### src/rtl/display_board_ram_if.sv
// Command, status, read-port and score bundle between game logic / LED scanner and the board RAM.
// The master side is the game logic plus scanner; the slave side is the board RAM itself.
interface display_board_ram_if #(
  parameter int ADDR_W  = 6,
  parameter int COUNT_W = ADDR_W + 1
);
  logic               cmd_valid;
  logic               cmd_ready;
  logic [1:0]         cmd_op;
  logic [ADDR_W-1:0]  cmd_addr;
  logic [1:0]         cmd_data;
  logic               busy;
  logic               done;
  logic [ADDR_W-1:0]  disp_rd_addr;
  logic [1:0]         disp_rd_data;
  logic [ADDR_W-1:0]  game_rd_addr;
  logic [1:0]         game_rd_data;
  logic [COUNT_W-1:0] red_count;
  logic [COUNT_W-1:0] green_count;

  modport master (
    output cmd_valid, cmd_op, cmd_addr, cmd_data, disp_rd_addr, game_rd_addr,
    input  cmd_ready, busy, done, disp_rd_data, game_rd_data, red_count, green_count
  );

  modport slave (
    input  cmd_valid, cmd_op, cmd_addr, cmd_data, disp_rd_addr, game_rd_addr,
    output cmd_ready, busy, done, disp_rd_data, game_rd_data, red_count, green_count
  );
endinterface

### src/rtl/display_board_ram.sv
// 2-bit-per-cell board memory for the LED matrix: two combinational read ports,
// single-cell writes, CLEAR/FILL sweeps and live red/green stone counts.
module display_board_ram #(
  parameter int ADDR_W  = 6,
  parameter int COUNT_W = ADDR_W + 1
) (
  input  logic clk,
  input  logic rst_n_,
  display_board_ram_if.slave bus
);
  localparam int CELLS = 1 << ADDR_W;

  localparam logic [1:0] OP_WRITE = 2'b00;
  localparam logic [1:0] OP_CLEAR = 2'b01;
  localparam logic [1:0] OP_FILL  = 2'b10;

  localparam logic [0:0] ST_IDLE  = 1'b0;
  localparam logic [0:0] ST_SWEEP = 1'b1;

  // Flop array rather than block RAM: reset must clear every cell and both reads are combinational.
  logic [1:0]         mem_reg [CELLS];
  logic [0:0]         state_reg;
  logic [ADDR_W-1:0]  ptr_reg;
  logic [1:0]         fill_reg;
  logic               done_reg;
  logic [COUNT_W-1:0] red_reg;
  logic [COUNT_W-1:0] green_reg;

  logic               accept;
  logic               start_sweep;
  logic               sweep_last;
  logic               wr_en;
  logic [ADDR_W-1:0]  wr_addr;
  logic [1:0]         wr_val;
  logic [1:0]         old_val;
  logic [COUNT_W-1:0] red_next;
  logic [COUNT_W-1:0] green_next;

  assign accept      = bus.cmd_valid && (state_reg == ST_IDLE);
  assign start_sweep = accept && ((bus.cmd_op == OP_CLEAR) || (bus.cmd_op == OP_FILL));
  assign sweep_last  = (state_reg == ST_SWEEP) && (ptr_reg == ADDR_W'(CELLS - 1));

  // One shared write path: the sweep owns it while busy, otherwise an accepted WRITE does.
  always_comb begin
    wr_en   = 1'b0;
    wr_addr = bus.cmd_addr;
    wr_val  = bus.cmd_data;
    if (state_reg == ST_SWEEP) begin
      wr_en   = 1'b1;
      wr_addr = ptr_reg;
      wr_val  = fill_reg;
    end else if (accept && (bus.cmd_op == OP_WRITE)) begin
      wr_en = 1'b1;
    end
  end

  assign old_val    = mem_reg[wr_addr];
  assign red_next   = red_reg   + COUNT_W'(wr_val[1]) - COUNT_W'(old_val[1]);
  assign green_next = green_reg + COUNT_W'(wr_val[0]) - COUNT_W'(old_val[0]);

  always_ff @(posedge clk or negedge rst_n_) begin
    if (!rst_n_) begin
      for (int i = 0; i < CELLS; i++) begin
        mem_reg[i] <= 2'b00;
      end
    end else if (wr_en) begin
      mem_reg[wr_addr] <= wr_val;
    end
  end

  always_ff @(posedge clk or negedge rst_n_) begin
    if (!rst_n_) begin
      red_reg   <= '0;
      green_reg <= '0;
    end else if (wr_en) begin
      red_reg   <= red_next;
      green_reg <= green_next;
    end
  end

  always_ff @(posedge clk or negedge rst_n_) begin
    if (!rst_n_) begin
      state_reg <= ST_IDLE;
      ptr_reg   <= '0;
      fill_reg  <= 2'b00;
      done_reg  <= 1'b0;
    end else begin
      done_reg <= sweep_last;
      if (state_reg == ST_IDLE) begin
        if (start_sweep) begin
          state_reg <= ST_SWEEP;
          ptr_reg   <= '0;
          fill_reg  <= (bus.cmd_op == OP_FILL) ? bus.cmd_data : 2'b00;
        end
      end else begin
        ptr_reg <= ptr_reg + ADDR_W'(1);
        if (sweep_last) begin
          state_reg <= ST_IDLE;
        end
      end
    end
  end

  assign bus.cmd_ready    = (state_reg == ST_IDLE);
  assign bus.busy         = (state_reg == ST_SWEEP);
  assign bus.done         = done_reg;
  assign bus.disp_rd_data = mem_reg[bus.disp_rd_addr];
  assign bus.game_rd_data = mem_reg[bus.game_rd_addr];
  assign bus.red_count    = red_reg;
  assign bus.green_count  = green_reg;
endmodule

### src/flat_wrapper.sv
// flat-port wrapper written by rule: the top's interface ports become plain ports
module display_board_ram_flat 
#(
  parameter int ADDR_W  = 6,
  parameter int COUNT_W = ADDR_W + 1
)
  (clk, rst_n_, bus_cmd_valid, bus_cmd_op, bus_cmd_addr, bus_cmd_data, bus_disp_rd_addr, bus_game_rd_addr, bus_cmd_ready, bus_busy, bus_done, bus_disp_rd_data, bus_game_rd_data, bus_red_count, bus_green_count);
  display_board_ram_if #(.ADDR_W(ADDR_W), .COUNT_W(COUNT_W)) bus_i ();
  input  logic clk;
  input  logic rst_n_;
  input wire logic [$bits(bus_i.cmd_valid)-1:0] bus_cmd_valid;
  input wire logic [$bits(bus_i.cmd_op)-1:0] bus_cmd_op;
  input wire logic [$bits(bus_i.cmd_addr)-1:0] bus_cmd_addr;
  input wire logic [$bits(bus_i.cmd_data)-1:0] bus_cmd_data;
  input wire logic [$bits(bus_i.disp_rd_addr)-1:0] bus_disp_rd_addr;
  input wire logic [$bits(bus_i.game_rd_addr)-1:0] bus_game_rd_addr;
  output wire logic [$bits(bus_i.cmd_ready)-1:0] bus_cmd_ready;
  output wire logic [$bits(bus_i.busy)-1:0] bus_busy;
  output wire logic [$bits(bus_i.done)-1:0] bus_done;
  output wire logic [$bits(bus_i.disp_rd_data)-1:0] bus_disp_rd_data;
  output wire logic [$bits(bus_i.game_rd_data)-1:0] bus_game_rd_data;
  output wire logic [$bits(bus_i.red_count)-1:0] bus_red_count;
  output wire logic [$bits(bus_i.green_count)-1:0] bus_green_count;
  assign bus_i.cmd_valid = bus_cmd_valid;
  assign bus_i.cmd_op = bus_cmd_op;
  assign bus_i.cmd_addr = bus_cmd_addr;
  assign bus_i.cmd_data = bus_cmd_data;
  assign bus_i.disp_rd_addr = bus_disp_rd_addr;
  assign bus_i.game_rd_addr = bus_game_rd_addr;
  assign bus_cmd_ready = bus_i.cmd_ready;
  assign bus_busy = bus_i.busy;
  assign bus_done = bus_i.done;
  assign bus_disp_rd_data = bus_i.disp_rd_data;
  assign bus_game_rd_data = bus_i.game_rd_data;
  assign bus_red_count = bus_i.red_count;
  assign bus_green_count = bus_i.green_count;
  display_board_ram #(.ADDR_W(ADDR_W), .COUNT_W(COUNT_W)) u_core (.clk(clk), .rst_n_(rst_n_), .bus(bus_i));
endmodule
### config.mk
export PLATFORM = sky130hd
export DESIGN_NAME = display_board_ram_flat
export DESIGN_NICKNAME = d
export VERILOG_FILES = /design/src/rtl/display_board_ram_if.sv /design/src/rtl/display_board_ram.sv /design/src/flat_wrapper.sv
export SDC_FILE = /design/constraint.sdc
export NUM_CORES = 1
export LEC_CHECK = 0
export ABC_AREA = 1
export CAP_MARGIN = 40
export CORE_UTILIZATION = 41
export DETAILED_ROUTE_END_ITERATION = 10
export PLACE_DENSITY_LB_ADDON = 0.12
export SETUP_SLACK_MARGIN = 0.5
export SYNTH_ARGS = -nofsm -noshare
export SYNTH_HDL_FRONTEND = slang
export SYNTH_SLANG_ARGS = --single-unit
### constraint.sdc
create_clock -name clk -period 4.7 [get_ports clk]
set_input_delay 0.94 -clock clk [delete_from_list [all_inputs] [get_ports clk]]
set_output_delay 0.94 -clock clk [all_outputs]
set_load 0.02 [all_outputs]
==> metrics.md <==
| Metric | Value |
|---|---|
| Status | complete, no violations |
| Dpl hpwl | around 24000 um |
| Reg area | approximately 3800 um^2 |
| RSZ-0062 raised after global routing | no |
| Min Tclk post-route | approximately 4.1 ns |
| Count of cell types in the netlist | 32 |
| Maximum clock rate | ~250 MHz |
| Per-cell routed wire length | 18.6 um |
| Vias/cell | roughly 5.6 |
| Flops & latches, synth | approximately 150 |
| Max VDD drop | 0.517 mV |
| Worst path depth | 11 |
| Ys Warns | 0 |
| Postcts setup bufs | 0 |
| Syn Inst Count | between 1500 and 2000 |
| Top-Level Pins | 46 |
| First-pass GRT wire length | 57800 um |
| Synth top area cells | dfrtp_1 (37%), nand2_1 (25%), nand3_1 (13%) |
| Post-synthesis sequential area ratio | 0.370 |
| Max Cap Violations | 0 |
| R2R depth | 23 |
| Core area | between 20000 and 25000 um^2 |
| CP Cell Sequence | clkdlybuf4s50_1, clkinv_1, buf_8, nand3_1, nand3_1, nand2_1, nand2_1, nand3_1, nand3_1, nand2_1, clkdlybuf4s50_1 |
| Final Max Tran Viols | 0 |
| Avg Inst Size Synth | approximately 6.5 um^2 |
| Relative slew slack | 0.404 |
| Max incr delay on CP | roughly 0.61 ns |
| Post-Route Skew | 0.0142 ns |
| Gr busiest metal | met2 |
| First-pass detailed-route iteration total | 5 |
| Final total power | slightly above 9 mW |
| Clock sinks | approximately 150 |
| Cell row count | 57 |
| Starting Density | 0.420 |
| TNS Setup | 0 ns |
| Final setup vio count | 0 |
| WHS | 0.528 ns |
| Initial antenna violation count | 0 |
| EDFF count, synth | 0 |
| Post-Syn Area | 10300 um^2 |
| Buf/Inv on CP | 4 |
| DRC Markers | 0 |
| WL final | between 30000 and 40000 um |
| Largest net degree at the start of global routing | between 80 and 90 |
| Cts bufs inserted | 17 |
| M3 GR Usage | 0.0488 |
| Hold Buf Count CTS | 0 |
| GPL Wtd Cong | roughly 0.94 |
| Worst endpoint data arrival time | between 3 and 4 ns |
| Worst EP required | 3.76 ns |
| Slowest CP cell | clkdlybuf4s50_1 |
| CP Class | primary input to output port |
| Multi-input logic area | approximately 6000 um^2 |
| Critical path fanouts, max | 28 |
| CTS tree | built |
| Top-area cell type share of the netlist area | 0.370 |
| Die height | 160 um |
| Setup WS pre-CTS | 0.195 ns |
| Grt ovf | 0 |
| Most frequent cell after synthesis | nand2_1 |
| Clock Pin Slew Worst Setup and Hold Paths | approximately 0.07 ns |
| Worst skew pair latency | roughly 0.44 ns |
| Dpl cells | between 1500 and 2000 |
| DRT iter0 DRCs | ~1200 |
| Non-filler cells, final | about 1900 |
| DP Area | roughly 11000 um^2 |
| Fillers | 2500 |
| Final Hold Fails | 0 |
| Worst Tran Pin Value | 0.891 ns |
| Main synth FF type | dfrtp_1 |
| Ant diodes | 0 |
| Buffers on Ports | 45 |
| M1 GR Usage | 0.406 |
| Period utilisation layout | 0.867 |
| Die ar. | 25700 um^2 |
| DIE WIDTH | 160 um |
| CTS root buf | clkbuf_16 |
| Mapped Nets | between 1500 and 2000 |
| Design area | 11800 um^2 |
| Htree depth | 4 |
| Vias in the first global route | 10077 |
| Number of flip-flops in the largest register | roughly 130 |
| Final core occ | 0.484 |
| NumNets Final | ~1700 |
| Area delta synth->final | 15.3% |
| CP delay by family, top | buffers and inverters |
| Worst Hold Class | primary input to asynchronous set/reset pin |
| Met2 Usage GRT | 0.447 |
| Top cell by count, worst path | nand3_1 |
| Antenna Nets Post-Route | 0 |
| Final worst slack | approximately 0.63 ns |
| Total GRT Usage | 0.292 |
| Leakage power | between 5 and 6 nW |
| Largest area contributor in the netlist | dfrtp_1 |
| Vias | 10917 |
| Share of cells above drive strength 1 | 0.0634 |
| Most common library cells after synthesis | nand2_1 (698), nand3_1 (268), dfrtp_1 (152) |
| Async SR Flop Fraction | 1.00 |
| Critical path startpoint category | primary input |
| Pwr/cell area | 776 nW/um^2 |
| Clock buffer depth | 2 |
| Crit end category | output port |
[worst register-to-register path: cells and delay by family, from the launching register on]
family | cells | cell delay [ns]
buffers and inverters | 3 | 0.39
and+or+nand+nor | 16 | 1.65
AOI/OAI and AO/OA | 1 | 0.14
adders and majority gates | 3 | 0.88
DFF | 1 | 0.56
[cells in the final DEF, fill, tap and decap left out, types with 3 or more instances in the layout]
cell type        instances
clkinv_4                 5
nor4_4                   6
nor2_1                  63
nor2_4                   3
nand2_1                697
bufinv_16                3
buf_6                    3
o21ai_0                 91
ha_1                    17
buf_4                   27
clkinv_1                 4
nand2_2                  7
a21oi_1                 26
inv_2                    3
nand3_1                268
dfrtp_1                151
o21ai_1                 77
clkdlybuf4s50_1         40
o22ai_1                  8
xor2_1                   3
xnor2_1                  3
clkbuf_16               18
inv_1                   63
buf_12                   9
[area by class of cell]
type,instances,share of cell area
multi-input combinational,1284,0.493
sequential,152,0.321
timing repair buffer,86,0.0768
clock buffer,20,0.0385
tap,324,0.0342
inverter,71,0.0227
clock inverter,12,0.0140
[power breakdown]
group	internal, mW	total [mW]	switching [mW]
registers	1.83	2.48	0.653
logic	1.82	5.23	3.41
clock network	0.872	1.48	0.611
[metal layers]
layer | routed length, um | up-vias | share of wire
li1 | - | 5227 | -
met1 | 15900 | 5080 | 0.44
met2 | 16000 | 514 | 0.44
met3 | 2850 | 96 | 0.079
met4 | 1490 | 0 | 0.041
met5 | 0 | - | 0
[kinds of logic (layout without fill, tap and decap cells)]
kind of cell,Yosys count,count (layout),share of synthesized area
buf+inv,156,189,0.0626
flops,152,152,0.370
xor+xnor,6,6,0.00511
simple gates,1055,1055,0.437
compound gates,204,204,0.101
fa+ha+maj,19,19,0.0246
[timing repair]
action	4_1_cts	5_1_grt
gates cloned	0	1
endpoints found under the hold margin	0	0
resized for setup	1	11
setup endpoints to repair	2	6
[worst paths after layout]
path                                startpoint                       to  slack (ns)
setup reg to reg               u_core.bus.busy  u_core.bus.red_count[6]        0.98
hold reg to reg              u_core.ptr_reg[5]        u_core.ptr_reg[5]        0.53
setup / recovery           bus_game_rd_addr[1]      bus_game_rd_data[0]        0.63
min in group clk             u_core.ptr_reg[5]        u_core.ptr_reg[5]        0.53
hold / removal                          rst_n_       u_core.fill_reg[0]        0.53
max in group asynchronous               rst_n_       u_core.mem_reg[71]        3.32
No activity file was read; power rests on OpenSTA's default activity.
